===== src/rtl/mem_arbiter_pkg.sv =====
// mem_arbiter_pkg: shared definitions for the two-client memory arbiter.
//   - Default widths for the memory beat and the CPU address.
//   - Client-id and arbiter state encodings.
//   - rr_pick(): the round-robin choice between the two clients.
`ifndef MEM_DATA_BITS
`define MEM_DATA_BITS 128
`endif
`ifndef CPU_ADDR_BITS
`define CPU_ADDR_BITS 32
`endif

package mem_arbiter_pkg;

    // Client ids, also the value stored in the read-id FIFO.
    localparam logic CLIENT_IC = 1'b0;
    localparam logic CLIENT_DC = 1'b1;

    typedef enum logic {
        ST_IDLE  = 1'b0,
        ST_WDATA = 1'b1
    } arb_state_e;

    // With both clients requesting, the one not granted last wins.
    function automatic logic rr_pick(input logic ic_v, input logic dc_v, input logic last);
        if (ic_v && dc_v) return ~last;
        if (dc_v)         return CLIENT_DC;
        return CLIENT_IC;
    endfunction

endpackage


===== src/rtl/mem_arb_id_fifo.sv =====
// mem_arb_id_fifo: 1-bit wide FIFO holding the client id of every read
// that has been issued to memory and not yet answered.
//   clk, reset (async, active-low)
//   push/din   : enqueue an id (ignored when full)
//   pop/dout   : dequeue the head id (ignored when empty); dout is the head
//   full/empty : occupancy flags
// DEPTH must be a power of two so the pointers wrap naturally.
module mem_arb_id_fifo #(
    parameter int DEPTH = 4
) (
    input  logic clk,
    input  logic reset,
    input  logic push,
    input  logic pop,
    input  logic din,
    output logic dout,
    output logic full,
    output logic empty
);
    localparam int PW = (DEPTH > 1) ? $clog2(DEPTH) : 1;

    logic [DEPTH-1:0] mem;
    logic [PW-1:0]    wr_ptr;
    logic [PW-1:0]    rd_ptr;
    logic [PW:0]      count;
    logic             do_push;
    logic             do_pop;

    assign full    = (count == (PW+1)'(DEPTH));
    assign empty   = (count == '0);
    assign do_push = push & ~full;
    assign do_pop  = pop & ~empty;
    assign dout    = mem[rd_ptr];

    // NOTE: storage is not reset; pointers and count define which entries are
    // meaningful, so clearing the array would only add reset fan-out.
    always_ff @(posedge clk) begin
        if (do_push) mem[wr_ptr] <= din;
    end

    // NOTE: sequential state uses non-blocking assignments so every register
    // samples the pre-edge values, independent of statement order.
    always_ff @(posedge clk or negedge reset) begin
        if (!reset) begin
            wr_ptr <= '0;
            rd_ptr <= '0;
            count  <= '0;
        end else begin
            if (do_push) wr_ptr <= wr_ptr + 1'b1;
            if (do_pop)  rd_ptr <= rd_ptr + 1'b1;
            case ({do_push, do_pop})
                2'b10:   count <= count + 1'b1;
                2'b01:   count <= count - 1'b1;
                default: count <= count;
            endcase
        end
    end

endmodule


===== src/rtl/mem_arbiter.sv =====
// mem_arbiter: shares one external memory port between the instruction
// cache (ic) and data cache (dc) memory sides.
//   clk, reset (async, active-low)
//   ic_mem_req_* / dc_mem_req_* : client request + write-data channels
//   ic_mem_resp_* / dc_mem_resp_* : read responses routed back per client
//   mem_req_* / mem_resp_*      : the same channels toward external memory
//   resp_err                    : sticky, a response arrived with no read outstanding
// Requests are granted round-robin while IDLE. A write whose data beat does
// not accompany the request locks the grant in WDATA until the beat moves.
// Read ids are queued so responses, which memory returns in order, are
// steered to the client that issued them.
module mem_arbiter
    import mem_arbiter_pkg::*;
#(
    parameter int ADDR_BITS = `CPU_ADDR_BITS - 4,
    parameter int DATA_BITS = `MEM_DATA_BITS,
    parameter int ID_DEPTH  = 4
) (
    input  logic                   clk,
    input  logic                   reset,

    input  logic                   ic_mem_req_valid,
    output logic                   ic_mem_req_ready,
    input  logic [ADDR_BITS-1:0]   ic_mem_req_addr,
    input  logic                   ic_mem_req_rw,
    input  logic                   ic_mem_req_data_valid,
    output logic                   ic_mem_req_data_ready,
    input  logic [DATA_BITS-1:0]   ic_mem_req_data_bits,
    input  logic [DATA_BITS/8-1:0] ic_mem_req_data_mask,
    output logic                   ic_mem_resp_valid,
    output logic [DATA_BITS-1:0]   ic_mem_resp_data,

    input  logic                   dc_mem_req_valid,
    output logic                   dc_mem_req_ready,
    input  logic [ADDR_BITS-1:0]   dc_mem_req_addr,
    input  logic                   dc_mem_req_rw,
    input  logic                   dc_mem_req_data_valid,
    output logic                   dc_mem_req_data_ready,
    input  logic [DATA_BITS-1:0]   dc_mem_req_data_bits,
    input  logic [DATA_BITS/8-1:0] dc_mem_req_data_mask,
    output logic                   dc_mem_resp_valid,
    output logic [DATA_BITS-1:0]   dc_mem_resp_data,

    output logic                   mem_req_valid,
    input  logic                   mem_req_ready,
    output logic [ADDR_BITS-1:0]   mem_req_addr,
    output logic                   mem_req_rw,
    output logic                   mem_req_data_valid,
    input  logic                   mem_req_data_ready,
    output logic [DATA_BITS-1:0]   mem_req_data_bits,
    output logic [DATA_BITS/8-1:0] mem_req_data_mask,
    input  logic                   mem_resp_valid,
    input  logic [DATA_BITS-1:0]   mem_resp_data,

    output logic                   resp_err
);
    arb_state_e state, state_next;
    logic       wr_client, wr_client_next;
    logic       last_grant, last_grant_next;

    logic       grant;
    logic       grant_dc;
    logic       g_valid, g_rw, g_data_valid;
    logic       req_qual, req_fire, data_fire, data_ready_g;
    logic       fifo_push, fifo_pop, fifo_dout, fifo_full, fifo_empty;

    // WDATA keeps the grant on the client whose write is still owed a beat.
    assign grant    = (state == ST_WDATA) ? wr_client
                                          : rr_pick(ic_mem_req_valid, dc_mem_req_valid, last_grant);
    assign grant_dc = (grant == CLIENT_DC);

    assign g_valid           = grant_dc ? dc_mem_req_valid      : ic_mem_req_valid;
    assign g_rw              = grant_dc ? dc_mem_req_rw         : ic_mem_req_rw;
    assign g_data_valid      = grant_dc ? dc_mem_req_data_valid : ic_mem_req_data_valid;
    assign mem_req_addr      = grant_dc ? dc_mem_req_addr       : ic_mem_req_addr;
    assign mem_req_rw        = g_rw;
    assign mem_req_data_bits = grant_dc ? dc_mem_req_data_bits  : ic_mem_req_data_bits;
    assign mem_req_data_mask = grant_dc ? dc_mem_req_data_mask  : ic_mem_req_data_mask;

    // A read needs a free id slot; the check uses the pre-pop occupancy.
    assign req_qual      = g_rw | ~fifo_full;
    assign mem_req_valid = reset & (state == ST_IDLE) & g_valid & req_qual;
    assign req_fire      = mem_req_valid & mem_req_ready;

    // NOTE: every signal written in this block gets a default first, so no
    // path leaves it unassigned and no latch is inferred.
    always_comb begin
        mem_req_data_valid = 1'b0;
        data_ready_g       = 1'b0;
        if (reset) begin
            case (state)
                // In IDLE the beat only counts if the write request itself is
                // taken this cycle, so memory never sees data without its request.
                ST_IDLE: begin
                    mem_req_data_valid = req_fire & g_rw & g_data_valid;
                    data_ready_g       = req_fire & g_rw & mem_req_data_ready;
                end
                ST_WDATA: begin
                    mem_req_data_valid = g_data_valid;
                    data_ready_g       = mem_req_data_ready;
                end
            endcase
        end
    end

    assign data_fire = mem_req_data_valid & mem_req_data_ready;

    assign ic_mem_req_ready      = ~grant_dc & req_fire;
    assign dc_mem_req_ready      =  grant_dc & req_fire;
    assign ic_mem_req_data_ready = ~grant_dc & data_ready_g;
    assign dc_mem_req_data_ready =  grant_dc & data_ready_g;

    assign fifo_push = req_fire & ~g_rw;
    assign fifo_pop  = reset & mem_resp_valid & ~fifo_empty;

    assign ic_mem_resp_valid = fifo_pop & (fifo_dout == CLIENT_IC);
    assign dc_mem_resp_valid = fifo_pop & (fifo_dout == CLIENT_DC);
    assign ic_mem_resp_data  = mem_resp_data;
    assign dc_mem_resp_data  = mem_resp_data;

    mem_arb_id_fifo #(
        .DEPTH (ID_DEPTH)
    ) u_id_fifo (
        .clk   (clk),
        .reset (reset),
        .push  (fifo_push),
        .pop   (fifo_pop),
        .din   (grant),
        .dout  (fifo_dout),
        .full  (fifo_full),
        .empty (fifo_empty)
    );

    always_comb begin
        state_next      = state;
        wr_client_next  = wr_client;
        last_grant_next = last_grant;
        case (state)
            ST_IDLE: begin
                if (req_fire) begin
                    last_grant_next = grant;
                    if (g_rw && !data_fire) begin
                        state_next     = ST_WDATA;
                        wr_client_next = grant;
                    end
                end
            end
            ST_WDATA: begin
                if (data_fire) state_next = ST_IDLE;
            end
        endcase
    end

    always_ff @(posedge clk or negedge reset) begin
        if (!reset) begin
            state      <= ST_IDLE;
            wr_client  <= CLIENT_IC;
            last_grant <= CLIENT_IC;
            resp_err   <= 1'b0;
        end else begin
            state      <= state_next;
            wr_client  <= wr_client_next;
            last_grant <= last_grant_next;
            if (mem_resp_valid && fifo_empty) resp_err <= 1'b1;
        end
    end

endmodule


===== config.mk =====
export PLATFORM = sky130hd
export DESIGN_NAME = mem_arbiter
export DESIGN_NICKNAME = d
export VERILOG_FILES = /design/src/rtl/mem_arbiter_pkg.sv /design/src/rtl/mem_arb_id_fifo.sv /design/src/rtl/mem_arbiter.sv
export SDC_FILE = /design/constraint.sdc
export NUM_CORES = 1
export LEC_CHECK = 0
export BUFFER_PORTS_ARGS = -buffer_cell sky130_fd_sc_hd__buf_2
export CORE_AREA = 2 2 363 365
export DETAILED_ROUTE_END_ITERATION = 12
export DIE_AREA = 0 0 365 367
export PLACE_DENSITY = 0.3
export SYNTH_ARGS = -nofsm -noshare
export SYNTH_HDL_FRONTEND = slang
export SYNTH_SLANG_ARGS = --single-unit
export TNS_END_PERCENT = 10

===== constraint.sdc =====
create_clock -name clk -period 3 [get_ports clk]
set_clock_uncertainty 0.1 [all_clocks]
set_input_delay 0.15 -clock clk [delete_from_list [all_inputs] [get_ports clk]]
set_output_delay 0.15 -clock clk [all_outputs]
set_load 0.1 [all_outputs]

== After elaboration in Yosys (flattened, before gate mapping) ==
Cells that the tools add are included.
Storage, ports and cells
  register bits after elaboration: 15
  latch bits: 0
  RAM bits: 0
  ROM bits: 0
  output and inout port bits: 438
  memories kept: 0
Cells by class
  add/subtract/negate cells: 4
  multipliers: 0
  divide/modulo/power cells: 0
  magnitude comparators: 3
  equal/unequal tests: 3
  shift operators: 0
  mux-type cells: 28
  bitwise operators: 27
  reductions and logical operators: 9
Operator list (count)
  128-bit two-way mux: 1
  28-bit two-way mux: 1
  1-bit bitwise AND: 19
  1-bit two-way mux: 18
  16-bit two-way mux: 1
  1-bit NOT: 7
  2-bit by 3-bit less-than comparator with 1-bit output, second input constant: 2
  1-bit one-hot mux with 2 select lines: 3
  3-bit one-hot mux with 2 select lines: 1
  2-bit by 1-bit adder with 2-bit output, second input constant: 2
  4-bit bitwise mux: 1
  1-bit logical AND: 4
  3-bit by 1-bit adder with 3-bit output, second input constant: 1
  3-bit equality test, second input constant: 1
  3-bit zero test: 1
  3-bit AND reduction: 1
  3-bit by 1-bit subtractor with 3-bit output, second input constant: 1
  1-bit binary-select mux with 2-bit select: 1
  1-bit demux with 2-bit select: 1
  2-bit by 1-bit equality test with 1-bit output, second input constant: 1
  2-bit equality test, second input constant: 1
  2-bit by 1-bit greater-or-equal comparator with 1-bit output, second input constant: 1
  2-bit AND reduction: 1
  2-bit nonzero test: 1
  other kinds (2): 2

== Depth between registers and ports, before layout ==
Gate-level depths: netlist of the first run.
  depth after elaboration: 20
  depth in mapped cells: 11

== By module ==
Synthesis of the first run repeated with hierarchy kept, for this count alone.
Unflattened totals
  cells, all modules: 892
  area, all modules: 4946.0 um^2
Modules (own cells, without submodules)
  mem_arbiter: times used 1, cells each 850, area each 4362.9 um^2, sequential area each 100.1 um^2
  mem_arb_id_fifo: times used 1, cells each 42, area each 583.1 um^2, sequential area each 295.3 um^2

== Least setup slack after synthesis of the first run ==
Ideal clock, no wire load.
  kind: reg-to-output
  from: register last_grant
  to: output dc_mem_req_data_ready
  arrival: 3298 ps
  required time: 2750 ps
  path slack: -548 ps
  stages on the path, launching flop included: 6
  path buffers: 1
  path through: dfrtp_1 -> a21bo_1 -> o21a_1 -> buf_4 -> mux2i_1 -> a211oi_1
Between the ends
  cells in the longest elaborated chain, start to end: 15
  elaborated cells on any way between the ends: 17
  those cells by class: mux (9); bitwise (8)
Ends and longest elaborated chain
  from (decl): RTL line mem_arbiter.sv:59  | logic last_grant, last_grant_next;
  from (signal assigned): RTL line mem_arbiter.sv:163  | last_grant <= last_grant_next;
  1-bit NOT (*): RTL line mem_arbiter_pkg.sv:25  | if (ic_v && dc_v) return ~last;
  1-bit two-way mux (*): RTL line mem_arbiter_pkg.sv:25
  1-bit two-way mux: RTL line mem_arbiter_pkg.sv:26  | if (dc_v) return CLIENT_DC;
  1-bit two-way mux: RTL line mem_arbiter_pkg.sv:27  | return CLIENT_IC;
  1-bit two-way mux (*): RTL line mem_arbiter_pkg.sv:26
  1-bit two-way mux (*): RTL line mem_arbiter.sv:68  | assign grant = (state == ST_WDATA) ? wr_client
  1-bit two-way mux, on equally long branches: RTL line mem_arbiter.sv:72, mem_arbiter.sv:73
  1-bit bitwise AND or 1-bit OR (tied branches): RTL line mem_arbiter.sv:82, mem_arbiter.sv:81
  1-bit bitwise AND: RTL line mem_arbiter.sv:82  | assign mem_req_valid = reset & (state == ST_IDLE) & g_valid & req_qual;
  1-bit bitwise AND: RTL line mem_arbiter.sv:83  | assign req_fire = mem_req_valid & mem_req_ready;
  1-bit bitwise AND (2 in a row): RTL line mem_arbiter.sv:96  | data_ready_g = req_fire & g_rw & mem_req_data_ready;
  1-bit one-hot mux with 2 select lines: RTL line mem_arbiter.sv:91  | case (state)
  1-bit two-way mux: RTL line mem_arbiter.sv:90  | if (reset) begin
  1-bit bitwise AND (*): RTL line mem_arbiter.sv:111  | assign dc_mem_req_data_ready = grant_dc & data_ready_g;
  to (decl): RTL line mem_arbiter.sv:38  | output logic dc_mem_req_data_ready,
Mark *: on every way between the ends. The rest lies on a longest branch, timed or not. The select of a mux whose other input is x is not followed.

== Worst setup path in the final report of the first run ==
  from: register last_grant
  to: output mem_req_data_bits[87]
Between the ends
  cells in the longest elaborated chain, start to end: 7
Ends and longest elaborated chain
  1-bit NOT (*): RTL line mem_arbiter_pkg.sv:25
  1-bit two-way mux (*): RTL line mem_arbiter_pkg.sv:25
  1-bit two-way mux: RTL line mem_arbiter_pkg.sv:26
  1-bit two-way mux: RTL line mem_arbiter_pkg.sv:27
  1-bit two-way mux (*): RTL line mem_arbiter_pkg.sv:26
  1-bit two-way mux (*): RTL line mem_arbiter.sv:68
  128-bit two-way mux (*): RTL line mem_arbiter.sv:77  | assign mem_req_data_bits = grant_dc ? dc_mem_req_data_bits : ic_mem_req_data_bits;
  to (decl): RTL line mem_arbiter.sv:50  | output logic [DATA_BITS-1:0] mem_req_data_bits,
Marks and branches as above.

==> results of run 1 <==
==> placed cells by master, fill, tap and decap left out, types with 2 or more instances in the layout <==
cell / Yosys / routed
nand2_1: 523 / 523
buf_2: 18 / 397
buf_12: 0 / 125
buf_4: 257 / 23
dfrtp_1: 11 / 11
inv_1: 8 / 8
nor2_1: 6 / 6
and2_1: 6 / 6
xnor2_1: 5 / 5
ha_1: 5 / 5
a211oi_1: 4 / 4
nor3_1: 4 / 4
edfxtp_1: 4 / 4
nand3_1: 3 / 3
clkbuf_16: 0 / 3
o211a_1: 2 / 2
mux2i_1: 2 / 2
o21ai_0: 2 / 2
==> power by group through the flow <==
stage | Clock [mW] | Combinational, mW | Sequential (mW)
5_1_grt | 0.282 | 17.4 | 0.376
2_1_floorplan | 0 | 11.9 | 0.345
6_report | 0.268 | 16.7 | 0.362
3_5_place_dp | 0 | 17.2 | 0.364
3_3_place_gp | 0 | 17.3 | 0.367
4_1_cts | 0.275 | 17.2 | 0.362
==> worst max-delay path, delay by kind of cell (launching register included) <==
family / cells / cell delay (ns)
buf+inv: 4 / 0.86
compound gates: 2 / 0.47
simple gates: 2 / 0.47
flops: 1 / 0.40
==> layout make-up <==
cell class,count,area (um^2)
Fill cell,15650,120600
Timing Repair Buffer,546,4672
Multi-Input combinational cell,579,2440
Tap cell,1755,2196
Sequential cell,15,395.4
Clock buffer,3,75.07
Inverter,9,41.29
Clock inverter,1,5.005
==> metrics by stage <==
stage / total power [mW] / hold slack [ns]
after floorplan: 12.20 / -0.2456
after global placement: 17.63 / 0.08835
after detailed placement: 17.55 / 0.07815
after CTS: 17.86 / 0.06995
after global routing: 18.08 / 0.09828
final: 17.34 / 0.07536
==> logic make-up (layout without fill, tap and decap cells) <==
family | after synthesis | after routing
simple gates | 545 | 545
fa+ha+maj | 6 | 6
xor+xnor | 6 | 6
flops | 15 | 15
buf+inv | 304 | 559
mux | 5 | 5
compound gates | 17 | 17
==> cell usage after synthesis <==
| master | instances | share of area |
|---|---|---|
| nor3b_1 | 1 | 0.0015 |
| xnor2_1 | 5 | 0.0088 |
| a21oi_1 | 1 | 0.0010 |
| o21ai_0 | 2 | 0.0020 |
| inv_4 | 1 | 0.0013 |
| mux2_2 | 1 | 0.0023 |
| xor2_1 | 1 | 0.0018 |
| a21bo_1 | 1 | 0.0020 |
| nand2_1 | 523 | 0.40 |
| edfxtp_1 | 4 | 0.024 |
| or3_1 | 1 | 0.0013 |
| o21bai_1 | 1 | 0.0015 |
| a31oi_1 | 1 | 0.0013 |
| buf_4 | 257 | 0.39 |
| clkbuf_1 | 20 | 0.015 |
| a2111oi_0 | 1 | 0.0018 |
| mux2_4 | 1 | 0.0030 |
| mux2i_1 | 2 | 0.0040 |
| o211a_1 | 2 | 0.0040 |
| o21a_1 | 1 | 0.0015 |
| fa_1 | 1 | 0.0040 |
| and2_1 | 6 | 0.0076 |
| buf_2 | 18 | 0.018 |
| nor3_1 | 4 | 0.0040 |
| dfrtp_1 | 11 | 0.056 |
| a211oi_1 | 4 | 0.0061 |
| inv_1 | 8 | 0.0061 |
| nor2_1 | 6 | 0.0045 |
| nand2b_1 | 1 | 0.0013 |
| a2111oi_4 | 1 | 0.0056 |
| a2bb2oi_1 | 1 | 0.0018 |
| o2111ai_1 | 1 | 0.0018 |
| mux4_2 | 1 | 0.0045 |
| ha_1 | 5 | 0.013 |
| nand3_1 | 3 | 0.0030 |
==> how the worst max path moves through the flow <==
stage	slack, ns	endpoint	cells past startpoint
2_1_floorplan	-0.55	dc_mem_req_data_ready	5
3_3_place_gp	0.26	u_id_fifo.count[2]	10
3_5_place_dp	0.36	u_id_fifo.count[2]	9
4_1_cts	0.16	mem_req_data_bits[68]	8
5_1_grt	0.09	mem_req_data_bits[68]	8
6_report	0.18	mem_req_data_bits[87]	8
==> timing repair <==
| item | in CTS | in global routing |
|---|---|---|
| hold buffers | 1 | 0 |
| endpoints found under the hold margin | 11 | 0 |
| endpoints found under the setup margin | 0 | 0 |
==> sequential cells by signal, summed over array words and instances (netlist names) <==
signal / count
resp_err: 1
last_grant: 1
u_id_fifo.rd_ptr: 2
state: 1
u_id_fifo.count: 3
wr_client: 1
u_id_fifo.mem: 4
u_id_fifo.wr_ptr: 2
==> layer usage <==
layer	up-vias	track usage
li1	2955	-
met1	2794	0.09567
met2	711	0.1606
met3	64	0.07162
met4	20	0.009022
met5	-	0.002905
==> results.yml, run 1 <==
setup_path:
  cpPeakStageDelay_ns: 0.40
  endpoint_kind: "output pin"
  worstSetupPathType: "reg2out"
  start_kind: "flip-flop"
  r2r-end: "u_id_fifo.count[2]"
  path_cells: "a21bo_1 -> o21a_4 -> inv_8 -> buf_12 -> buf_4 -> nand2_1 -> nand2_1 -> buf_12"
  crit_required_ns: 2.75
  cp.arrival_ns: 2.57
  cp_max_fo: 67
  reg2reg_depth: 9
  r2r_start: "last_grant"
  cp_slowest_cell: "dfrtp_1"
  r2r_slack_ns: 0.32
  crit_path_start: "last_grant"
power:
  swShare: 0.7384
  pwr-share-seq: 0.021
  p_leak_nw: 4.800
  p_sw_mw: 12.81
  ir_worst_vdd_mv: 0.5216
  p_per_area_nw_per_um2: 1765
  cellInternalPower_mw: 4.537
  p_clk_frac: 0.015
  p_comb_frac: 0.964
final_layout:
  finalNonFillerCells: 2908
  area_growth_pct: 98.13
  n_antenna_cell: 0
  drive_above_1_share: 0.4814
  fin_area_um2: 9824
  nNetsFinal: 1643
  postLayoutCoreUtil: 0.07530
grt:
  grt_pass1_wl_um: 80740
  antenna_found_initial: 19
  grt_pass1_vias: 6806
  overflow: 0
  track_usage: 0.09500
  grt_max_degree: 93
sta:
  final_max_slew_viol_count: 0
  rsz0062_at_grt: "no"
  timing.fmax_ghz: 0.3546
  worst_slack_ns: 0.1801
  period_minus_slack_ns: 2.820
  hold_violations: 0
  finalSetupTns_ns: 0
  setup_viol_count_final: 0
  worst_slew_pin_slew_ns: 0.7136
  post-route-period-util: 0.9400
  slew_headroom: 0.5276
floorplan:
  start_util: 0.03801
  rows: 133
  dieArea_um2: 134000
  die_y_um: 367
  die_w_um: 365
  coreArea_um2: 130500
  num_io_pins: 921
drt:
  vias_per_cell: 2.250
  vias: 6544
  routed-wl-met2_um: 31020
  drtAntennaViolNets: 0
  highest_layer: "met5"
  post_drt_wl_per_cell_um: 23.09
  drcViolationCount: 0
  wl_met1_um: 23370
  drtIter0Drc: 226
  drt-pass1-iter-count: 5
  wirelength_um: 67140
  wl_met3_um: 11710
cts:
  ctsResizeCount: 0
  cts-buffers-inserted: 3
  clock_latency_ns: 0.25
  clk_path_buf_depth: 2
  clk_pin_slew_ns: 0.05
  cts_sinks: 15
  post_cts_buffers: 0
  tritoncts: "yes"
  clockRootBuffer: "clkbuf_16"
  cts_max_level: 1
logic_synthesis:
  synth_warnings: 0
  synth_mux_area_frac: 0.01388
  ys_ff_latch: 15
  ys_seq_area_frac: 0.07974
  synth_nets: 1387
  syn_area_um2: 4959
  ys_types: 35
  synth.avg_cell_area_um2: 5.522
  synth_cells: 898
  synth-compound-area-share: 0.03028
  synthAdderAreaFrac: 0.01665
  synth_top_family_by_area: "buffers and inverters"
  synth_xor_area_frac: 0.01060
  synth-simple-area-share: 0.4191
placement:
  place_ws_ns: 0.3583
  finalWeightedCongestion: 0.8211
  placed_cells: 2903
  portBuffers: 536
  dpl.hpwl_um: 62670
  dpl_cell_area_um2: 9734
worst_hold_path:
  worstHoldPathCells: 3
  worstHoldEndpoint: "resp_err"
  hp-class: "in2reg"
  min_from: "mem_resp_valid"
run:
  drv_cap: 0
outcome:
  status: "finished, final reports clean"
No activity file was read; power rests on OpenSTA's default activity.
==> run 2, diff against run 1 <==
--- a/config.mk
+++ b/config.mk
@@ -6,9 +6,9 @@
 export NUM_CORES = 1
 export LEC_CHECK = 0
 export BUFFER_PORTS_ARGS = -buffer_cell sky130_fd_sc_hd__buf_2
-export CORE_AREA = 2 2 363 365
+export CORE_AREA = 2 2 361 363
 export DETAILED_ROUTE_END_ITERATION = 12
-export DIE_AREA = 0 0 365 367
+export DIE_AREA = 0 0 363 365
 export PLACE_DENSITY = 0.3
 export SYNTH_ARGS = -nofsm -noshare
 export SYNTH_HDL_FRONTEND = slang
==> constraint.sdc (replaced) <==
create_clock -name clk -period 3.6 [get_ports clk]
set_clock_uncertainty 0.1 [all_clocks]
set_input_delay 0.18 -clock clk [delete_from_list [all_inputs] [get_ports clk]]
set_output_delay 0.18 -clock clk [all_outputs]
set_load 0.1 [all_outputs]
==> run 2 against run 1 <==
Register-to-register slack improved by 0.57 ns. Die area fell by 1.1%. Largest cell class unchanged. Cell count fell by 2.8%. Largest power group unchanged. Critical path depth fell by 1. Global-route usage rose by 0.79 points. Utilization fell by 1.3 points. Via count fell by 1.0%. First-iteration DRC count fell by 0.44%. Power fell by 28%. Sequential share of layout area rose by 0.89 points.
==> results.yml, run 2 (synthesis gave the netlist of run 1 again) <==
final_layout:
  nNetsFinal: 1640
  max_flop_register: "u_id_fifo.mem"
  multi_input_area_um2: 2440
  top_regs: "u_id_fifo.mem x4, u_id_fifo.count x3"
  layout_common_cells: "523 x nand2_1, 487 x buf_2, 45 x buf_4"
  seq_area_um2: 395.4
  drive_above_1_share: 0.4800
  fill_cells: 15470
  layout_commonest_cell: "nand2_1"
  largest_reg_flops: 4
  area_growth_pct: 62.25
sta:
  rsz0062_at_grt: "no"
  post-route-period-util: 0.7805
  worst_slew_pin_slew_ns: 0.7764
  worst_slack_ns: 0.7903
  final_max_slew_viol_count: 0
  timing.fmax_ghz: 0.3559
  hold_violations: 0
  slew_headroom: 0.4824
  period_minus_slack_ns: 2.810
  finalSetupTns_ns: 0
  setup_viol_count_final: 0
setup_path:
  start_kind: "primary input"
  cp_slowest_cell: "buf_2"
  path_cells: "dlygate4sd3_1 -> buf_2 -> buf_4 -> nand2b_1 -> nor3b_1 -> o211a_1 -> buf_2"
  crit_family: "buffers and inverters"
  cp.arrival_ns: 2.53
  worstSetupPathType: "in2out"
  cpPeakStageDelay_ns: 0.55
  path_buf_inv: 4
  r2r_slack_ns: 0.89
  r2r-end: "u_id_fifo.count[2]"
  crit_required_ns: 3.32
  r2r_start: "last_grant"
  worst_path_most_repeated_cell: "buf_2"
  reg2reg_depth: 10
  cp_max_fo: 17
  endpoint_kind: "output pin"
drt:
  vias: 6478
  vias_per_cell: 2.291
  drtAntennaViolNets: 0
  drt-pass1-iter-count: 4
  drtIter0Drc: 225
  drcViolationCount: 0
  post_drt_wl_per_cell_um: 25.64
  wirelength_um: 72480
cts:
  cts-buffers-inserted: 3
  tritoncts: "yes"
  clock_latency_ns: 0.25
  post_cts_buffers: 0
  ctsResizeCount: 0
  cts_sinks: 15
  cts_max_level: 1
  clockRootBuffer: "clkbuf_16"
  cts_hold_buffers: 1
  clk_pin_slew_ns: 0.06
  clk_path_buf_depth: 2
worst_hold_path:
  hp-class: "in2reg"
  worstHoldEndpoint: "resp_err"
  min_from: "mem_resp_valid"
  worstHoldPathCells: 3
grt:
  antenna_found_initial: 43
  use_met2: 0.1632
  track_usage: 0.1029
  grt_max_degree: 138
  grt_pass1_wl_um: 84840
  globalRouteMet1Util: 0.1105
  grt_pass1_vias: 6332
  grt.busiest_layer: "met2"
  overflow: 0
  grt_util_met3: 0.08254
power:
  totalPowerFinal_mw: 12.53
  p_leak_nw: 4.217
  ir_worst_vdd_mv: 0.4528
  p_per_area_nw_per_um2: 1558
floorplan:
  coreArea_um2: 128700
  die_y_um: 365
  start_util: 0.03854
  dieArea_um2: 132500
  die_w_um: 363
  rows: 132
  num_io_pins: 921
placement:
  portBuffers: 536
  dpl.hpwl_um: 68200
  place_ws_ns: 0.9108
  finalWeightedCongestion: 0.7754
outcome:
  status: "finished, final reports clean"
run:
  drv_cap: 0
-- run 2: cell count changes in the layout (fill, tap and decap cells not counted) --
cell | previous run | this run
clkinv_2 | 1 | 0
diode_2 | 0 | 2
buf_4 | 23 | 45
buf_2 | 397 | 487
clkinvlp_4 | 0 | 1
buf_12 | 125 | 10
-- run 2: final cells by class --
type,count,share of cell area
timing repair buffer,543,0.3711
inverter,9,0.005132
multi-input combinational,579,0.3033
clock inverter,1,0.0009331
sequential,15,0.04914
clock buffer,3,0.009331
antenna,2,0.0006221
tap,1675,0.2605
-- run 2: worst max path at each step --
stage | end | start | slack, ns | cells past startpoint
4_1_cts | ic_mem_req_data_ready | state | 0.68 | 6
2_1_floorplan | dc_mem_req_data_ready | last_grant | 0.02 | 5
3_5_place_dp | u_id_fifo.count[2] | last_grant | 0.91 | 10
5_1_grt | dc_mem_req_data_ready | reset | 0.52 | 8
3_3_place_gp | u_id_fifo.count[2] | last_grant | 0.77 | 10
6_report | ic_mem_req_ready | reset | 0.79 | 7
-- run 2: metal layers --
layer,wire length [um],share of wire
met1,26630,0.37
met2,31800,0.44
met3,13020,0.18
met4,701,0.0097
met5,334,0.0046
-- run 2: power breakdown --
group          switching, mW  internal (mW)  total [mW]
clock                 0.0790          0.150       0.229
combinational           10.4           1.60        12.0
sequential            0.0599          0.241       0.301
total                   10.5           1.99        12.5
-- run 2: worst min-delay path: cells and delay by family --
family          cells  cell delay, ns
compound gates      1            0.06
buf+inv             2            0.16
-- run 2: through the flow --
stage | utilization | area [um^2] | std cells | hold WS, ns
after floorplan | - | 4959 | 898 | -0.2156
after global placement | 0.06177 | 7948 | 2820 | 0.1537
after detailed placement | 0.06177 | 7948 | 2820 | 0.1601
after CTS | 0.06249 | 8040 | 2825 | 0.09965
after global routing | 0.06249 | 8040 | 2825 | 0.1076
final | 0.06253 | 8045 | 2827 | 0.09178
==> run 3, diff against run 2 <==
--- a/config.mk
+++ b/config.mk
@@ -5,10 +5,11 @@
 export SDC_FILE = /design/constraint.sdc
 export NUM_CORES = 1
 export LEC_CHECK = 0
+export ABC_AREA = 1
 export BUFFER_PORTS_ARGS = -buffer_cell sky130_fd_sc_hd__buf_2
-export CORE_AREA = 2 2 361 363
+export CORE_AREA = 2 2 363 365
 export DETAILED_ROUTE_END_ITERATION = 12
-export DIE_AREA = 0 0 363 365
+export DIE_AREA = 0 0 365 367
 export PLACE_DENSITY = 0.3
 export SYNTH_ARGS = -nofsm -noshare
 export SYNTH_HDL_FRONTEND = slang
==> constraint.sdc (replaced) <==
create_clock -name clk -period 2.3 [get_ports clk]
set_clock_uncertainty 0.1 [all_clocks]
set_input_delay 0.115 -clock clk [delete_from_list [all_inputs] [get_ports clk]]
set_output_delay 0.115 -clock clk [all_outputs]
set_load 0.1 [all_outputs]
==> run 3 against run 2 <==
Cell count rose by 5.0%. Sequential power up 56%. Largest cell class unchanged. Largest power group unchanged. Critical path type is now reg2out. Power up 62%. Critical path depth up 2. Critical endpoint is now mem_req_data_bits[78]. Clock power rose by 55%. Worst hold slack worse by 0.078 ns.
==> results.yml, run 3 <==
final_layout:
  layout_common_cells: "505 x nand2_1, 357 x buf_2, 189 x buf_12"
  largest_reg_flops: 4
  top_regs: "u_id_fifo.mem x4, u_id_fifo.count x3"
  drive_above_1_share: 0.5297
  max_flop_register: "u_id_fifo.mem"
  layout_commonest_cell: "nand2_1"
  nNetsFinal: 1702
  area_growth_pct: 128.3
cts:
  clock_latency_ns: 0.25
  cts_max_level: 1
  cts_sinks: 15
  cts-buffers-inserted: 3
  clk_path_buf_depth: 2
  clk_pin_slew_ns: 0.05
  clockRootBuffer: "clkbuf_16"
  tritoncts: "yes"
logic_synthesis:
  synth_most_common_cell: "nand2_1"
  synth_xor_area_frac: 0.007064
  synth_top_family_by_area: "buffers and inverters"
  synth.avg_cell_area_um2: 5.438
  synth-simple-area-share: 0.4407
  synth_mux_area_frac: 0.002270
  syn_area_um2: 4960
  async_flop_share: 0.7333
  yosys.area.top_type_share: 0.4004
  synth_nets: 1401
  synth_area_leaders: "nand2_1 40%, buf_4 40%, dfrtp_1 5.5%, buf_2 2.9%, edfxtp_1 2.4%"
  synth-compound-area-share: 0.01110
  synth_commonest_cells: "529 x nand2_1, 261 x buf_4, 29 x buf_2, 17 x inv_1, 17 x nor2_1"
  synth_edf_count: 4
  ys_ff_latch: 15
  ys.flop_type: "dfrtp_1"
  synthAdderAreaFrac: 0.01665
  synth_top_area_cell: "nand2_1"
  synth_warnings: 0
  ys_types: 29
  synth_cells: 912
  ys_seq_area_frac: 0.07972
sta:
  worst_slack_ns: 0.06068
  setup_viol_count_final: 0
  timing.fmax_ghz: 0.4466
  post-route-period-util: 0.9736
  final_max_slew_viol_count: 0
  rsz0062_at_grt: "yes"
  worst_slew_pin_slew_ns: 0.5881
  period_minus_slack_ns: 2.239
  hold_violations: 0
  finalSetupTns_ns: 0
  slew_headroom: 0.6067
floorplan:
  start_util: 0.03802
  die_y_um: 367
  die_w_um: 365
  rows: 133
  dieArea_um2: 134000
  num_io_pins: 921
  coreArea_um2: 130500
grt:
  grt.busiest_layer: "met2"
  grt_pass1_wl_um: 72270
  antenna_found_initial: 12
  track_usage: 0.08400
  grt_util_met3: 0.06792
  use_met2: 0.1316
  overflow: 0
  globalRouteMet1Util: 0.08680
  grt_max_degree: 44
  grt_pass1_vias: 6564
power:
  p_leak_nw: 5.411
  totalPowerFinal_mw: 20.28
  ir_worst_vdd_mv: 0.6653
  p_per_area_nw_per_um2: 1791
drt:
  vias: 6481
  drt-pass1-iter-count: 6
  drcViolationCount: 0
  wirelength_um: 60160
  vias_per_cell: 2.184
  drtAntennaViolNets: 0
  post_drt_wl_per_cell_um: 20.27
  drtIter0Drc: 197
setup_path:
  r2r_slack_ns: 0.14
  start_kind: "flip-flop"
  r2r-end: "u_id_fifo.count[2]"
  r2r_start: "state"
  worstSetupPathType: "reg2out"
  endpoint_kind: "output pin"
  crit_required_ns: 2.09
  reg2reg_depth: 13
  cp_max_fo: 20
  cp.arrival_ns: 2.02
placement:
  portBuffers: 536
  place_ws_ns: -0.01644
  finalWeightedCongestion: 0.8001
  dpl.hpwl_um: 54780
worst_hold_path:
  worstHoldEndpoint: "resp_err"
  worstHoldPathCells: 2
  min_from: "mem_resp_valid"
  hp-class: "in2reg"
run:
  drv_cap: 0
outcome:
  status: "finished, final reports clean"
==> run 3: where the power goes <==
part | switching, mW | internal, mW
sequential | 0.0866 | 0.383
combinational | 13.4 | 6.04
clock | 0.121 | 0.235
==> run 3: repair_timing <==
item | 4_1_cts | 5_1_grt
hold buffers | 2 | 0
endpoints found under the setup margin | 152 | 64
endpoints found under the hold margin | 12 | 0
buffers inserted | 6 | 1
pin swaps | 3 | 2
resized for setup | 33 | 12
cloned | 3 | 2
==> run 3: final cells by class <==
cell class,instances,area [um^2]
repair inverters,2,17.52
clock inverters,1,7.507
fillers,15510,119100
repair buffers,588,6010
multi-input cells,583,2521
diodes,1,2.502
well taps,1755,2196
flip-flops and latches,15,395.4
clock buffers,3,75.07
inverters,20,98.84
==> run 3: cell families after synthesis <==
kind of cell	after synthesis
DFF	15
buffers and inverters	314
and+or+nand+nor	563
adders and majority gates	6
xor gates and xnor gates	4
AOI/OAI and AO/OA	9
muxes	1
==> run 3: metal layers <==
metal	part of all wire	wire (um)
met5	0.00086	52
met4	0.022	1303
met3	0.19	11440
met2	0.44	26240
met1	0.35	21120
==> run 3: stage by stage <==
stage                     hold slack, ns  utilization  area, um^2  cells
after floorplan                  -0.2806            -        5009    912
after global placement          -0.02000      0.08362       10910   2949
after detailed placement        -0.02065      0.08362       10910   2949
after CTS                        0.01635      0.08603       11220   2964
after global routing             0.02479      0.08677       11320   2967
final                            0.01343      0.08679       11320   2968
==> run 3: worst max path at each step <==
| stage | start | to |
|---|---|---|
| floorplan | state | dc_mem_req_data_ready |
| global placement | state | u_id_fifo.count[2] |
| detailed placement | state | u_id_fifo.count[2] |
| CTS | state | mem_req_data_valid |
| global route | state | mem_req_data_bits[18] |
| finish | state | mem_req_data_bits[78] |
==> run 3: critical path: stages (launching register included) <==
cell     delay (ns)
dfrtp_1        0.41
nand2_2        0.15
nand2_8        0.06
buf_4          0.15
buf_12         0.16
inv_16         0.12
buf_12         0.17
nand2_1        0.06
nand2_1        0.21
buf_12         0.21
